==> src/rtl/addsub_result_stage.sv <==
// Result buffer that sits after the 32-bit add/sub stage.
// It keeps add/sub results in a small FIFO with a valid/ready handshake on both
// sides. It also derives zero/negative flags for the head entry, keeps a sticky
// overflow flag, and counts accepted results with a saturating counter.
module addsub_result_stage #(
    parameter int DEPTH = 4,
    parameter int CNT_W = 16
) (
    input  logic                     clk,
    input  logic                     rst,
    input  logic                     in_valid,
    output logic                     in_ready,
    input  logic [31:0]              in_ans,
    input  logic                     in_cout,
    input  logic                     in_v,
    input  logic                     clr_sticky,
    output logic                     out_valid,
    input  logic                     out_ready,
    output logic [31:0]              out_ans,
    output logic                     out_cout,
    output logic                     out_v,
    output logic                     out_zero,
    output logic                     out_neg,
    output logic                     sticky_v,
    output logic [$clog2(DEPTH):0]   level,
    output logic [CNT_W-1:0]         count
);

    localparam int PTR_W = $clog2(DEPTH);
    localparam int LVL_W = PTR_W + 1;
    localparam logic [LVL_W-1:0] FULL_LVL = LVL_W'(DEPTH);

    // Pointers wrap naturally because DEPTH is a power of two.
    function automatic logic [PTR_W-1:0] ptr_inc(input logic [PTR_W-1:0] p);
        return p + 1'b1;
    endfunction

    // The accepted-result counter sticks at all-ones instead of wrapping.
    function automatic logic [CNT_W-1:0] sat_inc(input logic [CNT_W-1:0] c);
        if (&c) begin
            return c;
        end
        return c + 1'b1;
    endfunction

    // Entry storage. It is not reset: the level and pointers decide what is live.
    logic [31:0]      ans_mem_q  [DEPTH];
    logic             cout_mem_q [DEPTH];
    logic             v_mem_q    [DEPTH];

    logic [PTR_W-1:0] wr_ptr_q, wr_ptr_d;
    logic [PTR_W-1:0] rd_ptr_q, rd_ptr_d;
    logic [LVL_W-1:0] level_q,  level_d;
    logic [CNT_W-1:0] count_q,  count_d;
    logic             sticky_q, sticky_d;

    logic             push;
    logic             pop;
    logic             not_empty;
    logic [31:0]      head_ans;
    logic             head_cout;
    logic             head_v;

    // Full and empty come from the level counter. Pointer equality is ambiguous here.
    assign not_empty = (level_q != '0);
    assign in_ready  = (level_q != FULL_LVL);
    assign out_valid = not_empty;

    // A push needs room now, so a full buffer refuses input even while it is popping.
    assign push = in_valid && in_ready;
    assign pop  = out_ready && not_empty;

    assign head_ans  = ans_mem_q[rd_ptr_q];
    assign head_cout = cout_mem_q[rd_ptr_q];
    assign head_v    = v_mem_q[rd_ptr_q];

    // Head outputs are forced to zero while the buffer is empty, so stale entries never show.
    always_comb begin
        out_ans  = '0;
        out_cout = 1'b0;
        out_v    = 1'b0;
        out_zero = 1'b0;
        out_neg  = 1'b0;
        if (not_empty) begin
            out_ans  = head_ans;
            out_cout = head_cout;
            out_v    = head_v;
            out_zero = (head_ans == 32'h0);
            out_neg  = head_ans[31];
        end
    end

    assign level    = level_q;
    assign count    = count_q;
    assign sticky_v = sticky_q;

    // Next-state logic for the pointers, level, counter and sticky flag.
    always_comb begin
        wr_ptr_d = wr_ptr_q;
        rd_ptr_d = rd_ptr_q;
        level_d  = level_q;
        count_d  = count_q;
        sticky_d = sticky_q;

        if (push) begin
            wr_ptr_d = ptr_inc(wr_ptr_q);
            count_d  = sat_inc(count_q);
        end
        if (pop) begin
            rd_ptr_d = ptr_inc(rd_ptr_q);
        end

        unique case ({push, pop})
            2'b10:   level_d = level_q + 1'b1;
            2'b01:   level_d = level_q - 1'b1;
            default: level_d = level_q;
        endcase

        // If an overflowing push and a clear arrive together, the push wins.
        if (push && in_v) begin
            sticky_d = 1'b1;
        end else if (clr_sticky) begin
            sticky_d = 1'b0;
        end
    end

    // Control registers. Reset takes priority over any push, pop or clear in the same cycle.
    always_ff @(posedge clk) begin
        if (rst) begin
            wr_ptr_q <= '0;
            rd_ptr_q <= '0;
            level_q  <= '0;
            count_q  <= '0;
            sticky_q <= 1'b0;
        end else begin
            wr_ptr_q <= wr_ptr_d;
            rd_ptr_q <= rd_ptr_d;
            level_q  <= level_d;
            count_q  <= count_d;
            sticky_q <= sticky_d;
        end
    end

    // Entry write port. It is gated only by an accepted push, so idle input data is never stored.
    always_ff @(posedge clk) begin
        if (push) begin
            ans_mem_q[wr_ptr_q]  <= in_ans;
            cout_mem_q[wr_ptr_q] <= in_cout;
            v_mem_q[wr_ptr_q]    <= in_v;
        end
    end

endmodule

==> config.mk <==
export PLATFORM = sky130hd
export DESIGN_NAME = addsub_result_stage
export DESIGN_NICKNAME = d
export VERILOG_FILES = /design/src/rtl/addsub_result_stage.sv
export SDC_FILE = /design/constraint.sdc
export NUM_CORES = 1
export LEC_CHECK = 0
export ABC_AREA = 1
export BUFFER_PORTS_ARGS = -buffer_cell sky130_fd_sc_hd__buf_4
export CELL_PAD_IN_SITES_DETAIL_PLACEMENT = 0
export CELL_PAD_IN_SITES_GLOBAL_PLACEMENT = 1
export CORE_MARGIN = 5
export CORE_UTILIZATION = 48
export DETAILED_ROUTE_END_ITERATION = 8
export GPL_TIMING_DRIVEN = 0
export PLACE_DENSITY = 0.85
export SYNTH_ARGS = -nofsm -noshare
export SYNTH_HDL_FRONTEND = slang
export SYNTH_SLANG_ARGS = --single-unit
==> constraint.sdc <==
create_clock -name clk -period 5.26 [get_ports clk]
set_input_delay 0.263 -clock clk [delete_from_list [all_inputs] [get_ports clk]]
set_output_delay 0.263 -clock clk [all_outputs]
set_load 0.01 [all_outputs]
Word level (Yosys, flattened, before mapping)
Memories as Yosys holds them, arrays and structs flattened. A register that Yosys moved wholly into a read port is not among the register bits.
Index checks and enable logic that the tools add are counted.

storage, ports and cells
  flip-flop bits (word level) = 24
  memory bits (writable) = 136
  bits of input ports = 39
  output and inout bits = 58
  word-level logic and storage cells = 45
  memories kept = 3

operators by class
  $add $sub $neg = 5
  equal/unequal tests = 4
  mux-type cells = 19
  reductions and logical operators = 9

memory list
  memory      words  bits a word  rd ports  clocked after memory_dff  wr ports  line  text
  ans_mem_q   4      32           1         1                         1         47    logic [31:0] ans_mem_q [DEPTH];
  cout_mem_q  4      1            1         1                         1         48    logic cout_mem_q [DEPTH];
  v_mem_q     4      1            1         1                         1         49    logic v_mem_q [DEPTH];

operators with widths
  kind                   number
  $logic_not 32->1       1
  $mux 32                1
  $add 16x1->16 const B  1
  $mux 16                1
  $reduce_and 16->1      1
  $mux 2                 6
  $mux 1                 10
  $pmux 3 s2             1
  $add 2x1->2 const B    2
  $reduce_bool 2->1      2
  $add 3x1->3 const B    1
  $logic_and 1x1->1      3
  $ne 3x3->1 const B     1
  $reduce_bool 3->1      1
  $sub 3x1->3 const B    1
  $eq 2x1->1 const B     1
  $eq 2x2->1 const B     1
  $ne 2x2->1 const B     1
  $reduce_and 2->1       1

Logic depth before layout (Yosys ltp)
Gate-level depths: netlist of run 1.

  depth after elaboration = 5
  gate-level depth with buffers = 12
  mapped depth without buffers = 11

Least setup slack after synthesis of run 1
Ideal clock, no wire load.

  path kind = flip-flop to flip-flop
  start = reg level_q[1] (netlist: level[1])
  end = mem ans_mem_q[0][0] (enable)
  library setup time = 0.426 ns
  arrival time = 2.284 ns
  required time = 4.834 ns
  path slack = 2.550 ns
  stages on the path, launching flop included = 6
  path buffers = 1
  period minus slack after synthesis = 2.710 ns
  path through = dfxtp_1 -> inv_1 -> nand3_2 -> nand2_1 -> buf_6 -> nor2_1

on the way
  longest elaborated chain between the ends = 4

RTL lines
  element                       line  text
  start, declared               53    logic [LVL_W-1:0] level_q, level_d;
  start signal, assigned        138   level_q <= level_d;
  $ne 3x3->1                    66    assign in_ready = (level_q != FULL_LVL);
  named net in_ready            12    output logic in_ready,
  $logic_and 1x1->1             70    assign push = in_valid && in_ready;
  $mux 1                        146   if (push) begin
  $mux 1 (not written as such)  147   ans_mem_q[wr_ptr_q] <= in_ans;
  end, declared                 47

The timed path passes the listed nets, and every way through them passes these cells.

Worst setup path in the final report of run 1
  start = reg level_q[2] (netlist: level[2])
  end = out out_ans[10]

on the way
  longest elaborated chain between the ends = 2

RTL lines
  element            line  text
  $reduce_bool 3->1  65    assign not_empty = (level_q != '0);
  $mux 32            84    if (not_empty) begin
  end, declared      19    output logic [31:0] out_ans,

Every way passes these cells.

==> results of run 1 <==
==> logic make-up after synthesis <==
| kind of cell | count (synthesis) |
|---|---|
| compound gates | 52 |
| xor+xnor | 6 |
| simple gates | 371 |
| fa+ha+maj | 7 |
| buf+inv | 65 |
| flops | 162 |
==> how the worst max path moves through the flow <==
stage / from / endpoint / slack, ns
finish: level[2] / out_ans[10] / 2.58
global route: level[2] / out_ans[10] / 2.44
CTS: level[2] / out_ans[27] / 2.52
detailed placement: level[2] / level[1] / 2.80
global placement: level[1] / ans_mem_q[0][29] / 1.41
floorplan: level[1] / ans_mem_q[0][0] / 2.55
==> power groups by stage <==
stage,sequential (µW),clock (µW),combinational [µW]
after floorplan,1590,0,732
after global placement,1590,0,1240
after detailed placement,1580,0,1290
after CTS,1560,1220,1300
after global routing,1570,1270,1420
final,1560,1200,1280
==> metrics by stage <==
stage          area (µm²)  instances  util (%)  power (µW)  setup WS, ns
3_5_place_dp         7990        943      57.1        2870          2.80
6_report             8560        974      61.2        4030          2.58
2_1_floorplan        6920        663         -        2320          2.55
4_1_cts              8560        974      61.2        4070          2.52
5_1_grt              8560        974      61.2        4260          2.44
3_3_place_gp         7860        939      56.2        2830          1.41
==> critical path, delay by kind of cell (launching register included) <==
family,cells,cell delay (ns)
buf+inv,2,0.62
flops,1,0.35
simple gates,2,1.02
==> flip-flops by register name (all words and copies together), names as in the netlist, named ones only <==
signal      flops
sticky_v        1
count          16
v_mem_q         4
wr_ptr_q        2
level           3
ans_mem_q     128
rd_ptr_q        2
cout_mem_q      4
==> placed cells by master (no fill, tap or decap), drive strengths merged <==
cell type,count
buf,124
inv,34
edfxtp,136
nand2,211
nand4,5
nor3b,2
xor2,4
ha,6
dfxtp,26
xnor2,2
nand3,65
o211ai,3
fa,1
clkinvlp,2
o21ai,22
bufinv,3
clkinv,7
nor2,85
clkbuf,26
nor3,3
a21oi,27
==> per-layer routing <==
metal,vias to the layer above,GRT usage (%),routed length (µm)
met4,0,6.42,257
met1,2326,23.6,6460
met3,22,4.95,1050
met2,148,32.0,7690
met5,-,0,0
li1,2461,-,-
==> area by class of cell <==
class / count / area (µm²)
fill: 1166 / 5430
timing repair buffer: 100 / 816
tap: 180 / 225
clock buffer: 19 / 433
inverter: 34 / 128
multi-input combinational: 436 / 2010
buffer: 31 / 208
sequential: 162 / 4600
clock inverter: 12 / 141
==> parameters.txt, run 1 <==
Parameter                              Value

Run status
  Status    completed

Synthesis
  Top flip-flop cell by instance count after synthesis    sky130_fd_sc_hd__edfxtp_1
  Multiplexer share of the synthesized area    0%
  Gate Count Post-Synth    ~660
  Most repeated cell in the gate-level netlist after synthesis    sky130_fd_sc_hd__nand2_1
  Area share of xor/xnor cells in the synthesized design    0.760%
  Post-synthesis average cell area    10.4 µm²
  Fraction of post-synthesis cell area in the top cell type by area    a little under 60%
  Commonest cells post-synth    sky130_fd_sc_hd__nand2_1 (207), sky130_fd_sc_hd__edfxtp_1 (136), sky130_fd_sc_hd__nor2_1 (82)
  Number of register bits inferred by synthesis    162
  Fraction of the mapped netlist area in simple logic gates    22.3%
  Top cells by area, synth    sky130_fd_sc_hd__edfxtp_1 (59%), sky130_fd_sc_hd__nand2_1 (11%), sky130_fd_sc_hd__dfxtp_1 (7.5%)
  Proportion of register bits with asynchronous set or reset after synthesis    0%
  Synth Area in Compound Gates    4.18%
  Count of flip-flops with a built-in enable after synthesis    136
  Number of nets in the synthesized netlist    709
  Fraction of the yosys area taken by sequential cells    66.6%
  Dominant combinational cell family by area after synthesis    simple AND/OR/NAND/NOR gates
  Adder and majority cell fraction of the synthesized area    1.37%
  Count of synthesis-stage warnings from yosys    0
  Combined area of all synthesized cells    approximately 7000 µm²
  Cell type with the highest aggregate area in the netlist    sky130_fd_sc_hd__edfxtp_1
  Distinct cell type count of the synthesized netlist    31

Route
  DR iter-0 viols    293
  Wire length after detailed routing    15500 µm
  Via density per instance    5.09
  Residual antenna-violating net count after detailed routing    0
  Post-detailed-route wirelength per cell    15.9 µm
  Total via count in the routed design    slightly below 5000
  DRC violation count after routing    0
  Number of optimization iterations in the first detailed-route pass    5

STA
  Number of setup violations in the final report    0
  Tightest Pin Transition    1.07 ns
  Max Fclk    374 MHz
  RSZ-0062 raised after global routing    no
  Crit path time final    2.68 ns
  Clock skew after layout    ~0.0047 ns
  Slew Limit Headroom    28.5%
  Final-layout setup total negative slack    0 ns
  Max Slew Vio Count    0
  Number of hold violations in the final report    0
  Final clock period utilization by the worst path    50.9%
  Hold slack final    0.0320 ns

Min path
  Hold path start    rst
  WHS Endpoint    sticky_v
  Worst hold path type    input pin to register
  Number of stages on the worst hold path    2

Power and ir drop
  Worst vdd ir    about 0.27 mV
  Switching pwr    around 1300 µW
  Power share of the combinational group    a little under a third
  Fraction of power spent switching nets    31.8%
  Internal power contribution    2750 µW
  Portion of total power attributed to the clock network    between 20% and 30%
  Static Leakage    between 0.003 and 0.004 µW
  Share of total power in sequential cells    a little under 40%
  Pwr/cell area    471 nW/µm²

Clock network
  Post_cts resized    0
  Htree depth    4
  Worst-Skew Late Latency    0.42 ns
  Clk sinks    162
  Number of buffers added for setup after CTS    0
  Num CTS Buffers    17
  Maximum buffer depth of the clock tree    2
  Clock tree root driver cell    sky130_fd_sc_hd__clkbuf_16
  Clock transition at the register clock pins on the worst setup and hold paths after CTS    0.06 ns
  Hold-fix buffers, CTS    0
  CTS tree    built

Critical path
  Startpoint class of the critical path    register
  R2R depth    8
  Register-to-Register Setup Slack    2.82 ns
  Data arrival time of the critical path    approximately 2.4 ns
  Critical Path End Type    output port
  Critical register-to-register path startpoint    level[2]
  Max incr delay on CP    0.88 ns
  Crit path kind    register to output port
  Top fanout value on the critical path    10
  CP Cell Sequence    nor3_2, clkbuf_1, nor2_1, buf_4
  CP Data Required Time    5.00 ns
  Highest-delay cell along the critical path    sky130_fd_sc_hd__nor3_2
  FF-to-FF End    level[1]

Floorplan
  Ports    97
  Die span in y    130 µm
  Number of rows in the core area    43
  Core Area    14000 µm²
  Die X    around 130 µm
  Initial core utilization    ~49%
  Die area    between 15000 and 20000 µm²

Finish
  Ant diodes    0
  Fraction of layout cells with a size suffix above 1    21.8%
  Number of nets in the finished design    828
  Layout overhead on the synthesized area    23.8%

Place
  Detailed Place HPWL    10600 µm
  RD Place Congestion    0.819
  Count of port buffers added during placement    96

GRT
  Via count of the first global-routing pass    4814
  Grt total ovfl    0
  Initial antenna violation count    0
  Largest net degree at the start of global routing    29
  Total routing resource utilization after global routing    between 10% and 20%
  First-pass GRT wire length    roughly 24000 µm

Flow run
  Maximum Capacitance Violations    0
No activity file was read; power rests on OpenSTA's default activity.
==> run 2, diff against run 1 <==
--- a/config.mk
+++ b/config.mk
@@ -10,10 +10,10 @@
 export CELL_PAD_IN_SITES_DETAIL_PLACEMENT = 0
 export CELL_PAD_IN_SITES_GLOBAL_PLACEMENT = 1
 export CORE_MARGIN = 5
-export CORE_UTILIZATION = 48
+export CORE_UTILIZATION = 45
 export DETAILED_ROUTE_END_ITERATION = 8
 export GPL_TIMING_DRIVEN = 0
-export PLACE_DENSITY = 0.85
+export PLACE_DENSITY = 0.81
 export SYNTH_ARGS = -nofsm -noshare
 export SYNTH_HDL_FRONTEND = slang
 export SYNTH_SLANG_ARGS = --single-unit
==> constraint.sdc (replaced) <==
create_clock -name clk -period 2.65 [get_ports clk]
set_input_delay 0.1325 -clock clk [delete_from_list [all_inputs] [get_ports clk]]
set_output_delay 0.1325 -clock clk [all_outputs]
set_load 0.01 [all_outputs]
==> run 2 against run 1 <==
Against the previous run:
- via count grew 3.4%
- register-to-register slack got worse by 2.5 ns
- die area rose by 6.1%
- worst setup slack worse by 2.4 ns
- critical path depth is the same
- sequential share of layout area fell by 2.2 points
- count of clock-buffer cells in the layout up 2
==> parameters.txt, run 2 (synthesized netlist as in run 1, its figures left out) <==
Parameter                              Value

STA
  Slew Limit Headroom    38.3% (+9.8 points)
  Number of hold violations in the final report    0 (unchanged)
  Final clock period utilization by the worst path    93.0%
  Tightest Pin Transition    0.920 ns (-0.146 ns)
  Max Fclk    ~410 MHz
  RSZ-0062 raised after global routing    no
  Clock skew after layout    0.00613 ns (+0.00141 ns)
  Number of setup violations in the final report    0 (unchanged)
  Final-layout setup total negative slack    0 ns (unchanged)
  Max Slew Vio Count    0 (unchanged)
  Crit path time final    2.46 ns

Power and ir drop
  Pwr/cell area    902 nW/µm² (+92%)
  Worst vdd ir    0.468 mV (+75%)
  Static Leakage    0.00351 µW (+4.0%)

Route
  DRC violation count after routing    0 (unchanged)
  Via density per instance    5.03 (-1.1%)
  Post-detailed-route wirelength per cell    16.1 µm (+1.2%)
  Total via count in the routed design    5128 (+3.4%)
  Wire length after detailed routing    16400 µm (+5.9%)
  Residual antenna-violating net count after detailed routing    0 (unchanged)
  DR iter-0 viols    344 (+17%)
  Number of optimization iterations in the first detailed-route pass    7 (+2)

Min path
  Worst hold path type    input pin to register
  WHS Endpoint    rd_ptr_q[0]
  Hold path start    out_ready
  Number of stages on the worst hold path    4 (+2)

Run status
  Status    completed

Critical path
  CP Cell Sequence    nor3_2, clkbuf_1, nor2_1, buf_4
  Count of buffer and inverter cells on the critical path    2 (unchanged)
  CP Data Required Time    2.52 ns (-2.48 ns)
  Critical Path End Type    output port
  Max incr delay on CP    0.77 ns (-0.11 ns)
  Highest-delay cell along the critical path    sky130_fd_sc_hd__nor3_2
  Critical register-to-register path startpoint    level[2]
  Top fanout value on the critical path    10 (unchanged)
  Register-to-Register Setup Slack    0.34 ns (-2.48 ns)
  Crit path kind    register to output port
  R2R depth    8 (unchanged)
  CP delay by family, top    simple AND/OR/NAND/NOR gates
  Startpoint class of the critical path    register
  Data arrival time of the critical path    2.33 ns (-0.08 ns)
  FF-to-FF End    level[1]

Finish
  Leading cell type in the layout, fill and taps excluded    sky130_fd_sc_hd__nand2_1
  Number of nets in the finished design    864 (+4.3%)
  Commonest cells after routing, fill and taps aside    sky130_fd_sc_hd__nand2_1 (207), sky130_fd_sc_hd__edfxtp_1 (136), sky130_fd_sc_hd__buf_4 (99), sky130_fd_sc_hd__nor2_1 (78), sky130_fd_sc_hd__nand3_1 (63)
  Fill count    1288 (+10%)
  Ant diodes    0 (unchanged)
  Fraction of layout cells with a size suffix above 1    21.1% (-0.73 points)
  Final std cell area, no fill    8920 µm² (+4.2%)
  Layout overhead on the synthesized area    29.0%
  Number of flip-flops under the largest register name    128 (unchanged)
  Register with the most flip-flops    ans_mem_q

Clock network
  Clk sinks    162 (unchanged)
  Clock transition at the register clock pins on the worst setup and hold paths after CTS    0.06 ns (about the same)
  CTS tree    built
  Num CTS Buffers    17 (unchanged)
  Worst-Skew Late Latency    0.42 ns (about the same)
  Htree depth    4 (unchanged)
  Maximum buffer depth of the clock tree    2 (unchanged)
  Post_cts resized    0 (unchanged)
  Clock tree root driver cell    sky130_fd_sc_hd__clkbuf_16

Floorplan
  Die area    17900 µm² (+6.1%)
  Die X    134 µm (+3.0%)
  Die span in y    134 µm (+3.0%)
  Initial core utilization    45.7% (-3.8 points)
  Ports    97 (unchanged)
  Core Area    15100 µm² (+8.3%)
  Number of rows in the core area    45 (+4.7%)

Flow run
  Maximum Capacitance Violations    0 (unchanged)

Place
  Count of port buffers added during placement    96 (unchanged)
  RD Place Congestion    0.865 (+5.6%)
  Detailed Place HPWL    11200 µm (+5.5%)
  Placement-stage cell area    7980 µm² (about the same)

GRT
  Via count of the first global-routing pass    5270 (+9.5%)
  First-pass GRT wire length    26600 µm (+10%)
  Total routing resource utilization after global routing    19.0% (+0.060 points)
  Largest net degree at the start of global routing    28 (-3.4%)
  Grt total ovfl    0 (unchanged)
  Initial antenna violation count    0 (unchanged)
run 2: cell count changes in the layout (fill, tap and decap cells not counted):
| cell | change |
|---|---|
| sky130_fd_sc_hd__buf_16 | -2 |
| sky130_fd_sc_hd__dlygate4sd3_1 | +36 |
| sky130_fd_sc_hd__inv_6 | +2 |
| sky130_fd_sc_hd__buf_12 | +2 |
| sky130_fd_sc_hd__clkbuf_1 | +1 |
| sky130_fd_sc_hd__bufinv_16 | -1 |
| sky130_fd_sc_hd__clkinvlp_4 | +3 |
| sky130_fd_sc_hd__clkinv_2 | -3 |
| sky130_fd_sc_hd__clkbuf_8 | +1 |
| sky130_fd_sc_hd__clkinv_1 | -2 |
run 2: worst max path at each step:
stage	startpoint	endpoint	slack [ns]	cells past startpoint
global route	level[2]	out_ans[22]	0.008	4
finish	level[2]	out_ans[21]	0.19	4
floorplan	level[1]	ans_mem_q[0][0]	-0.06	5
global placement	level[1]	ans_mem_q[0][28]	-1.26	5
detailed placement	level[2]	level[1]	0.30	8
CTS	level[2]	out_ans[21]	0.13	4
run 2: worst min-delay path, cell delays in order:
cell and delay (ns):
sky130_fd_sc_hd__buf_4 0.11, sky130_fd_sc_hd__inv_1 0.05, sky130_fd_sc_hd__nor2_2 0.06, sky130_fd_sc_hd__a21oi_1 0.13
run 2: layer usage:
| metal | track usage (%) | vias to the layer above | routed length [µm] |
|---|---|---|---|
| li1 | - | 2534 | - |
| met1 | 22.9 | 2434 | 6840 |
| met2 | 33.7 | 139 | 8450 |
| met3 | 4.16 | 21 | 874 |
| met4 | 6.34 | 0 | 215 |
| met5 | 0 | - | 0 |
run 2: repair_timing:
| action | CTS | global route |
|---|---|---|
| hold endpoints to repair | 137 | 0 |
| hold buffers | 36 | 0 |
| setup buffers | 0 | 0 |
run 2: cell type report:
class,count,area (µm²),area share [%]
plain buffers,31,208,2.33
inverters,34,128,1.43
well taps,188,235,2.64
flip-flops and latches,162,4600,51.6
clock inverters,11,129,1.44
repair buffers,136,1160,13.0
clock buffers,21,450,5.05
multi-input cells,436,2010,22.5
run 2: metrics by stage:
stage	hold slack, ns	cells	power [µW]	setup slack [ns]	util, %
finish	0.110	1019	8050	0.186	58.9
global route	0.141	1019	8510	0.00806	58.9
CTS	0.106	1019	8140	0.127	58.9
detailed placement	0.321	951	5710	0.303	52.7
global placement	0.318	947	5640	-1.26	52.0
floorplan	0.202	663	4600	-0.0600	-
run 2: where the power goes:
part           leakage, µW  total (µW)  switching, µW  internal (µW)
Clock             0.000266        2380            960           1420
Combinational      0.00179        2590           1570           1010
Sequential         0.00146        3090           77.2           3010
Total              0.00351        8050           2610           5440
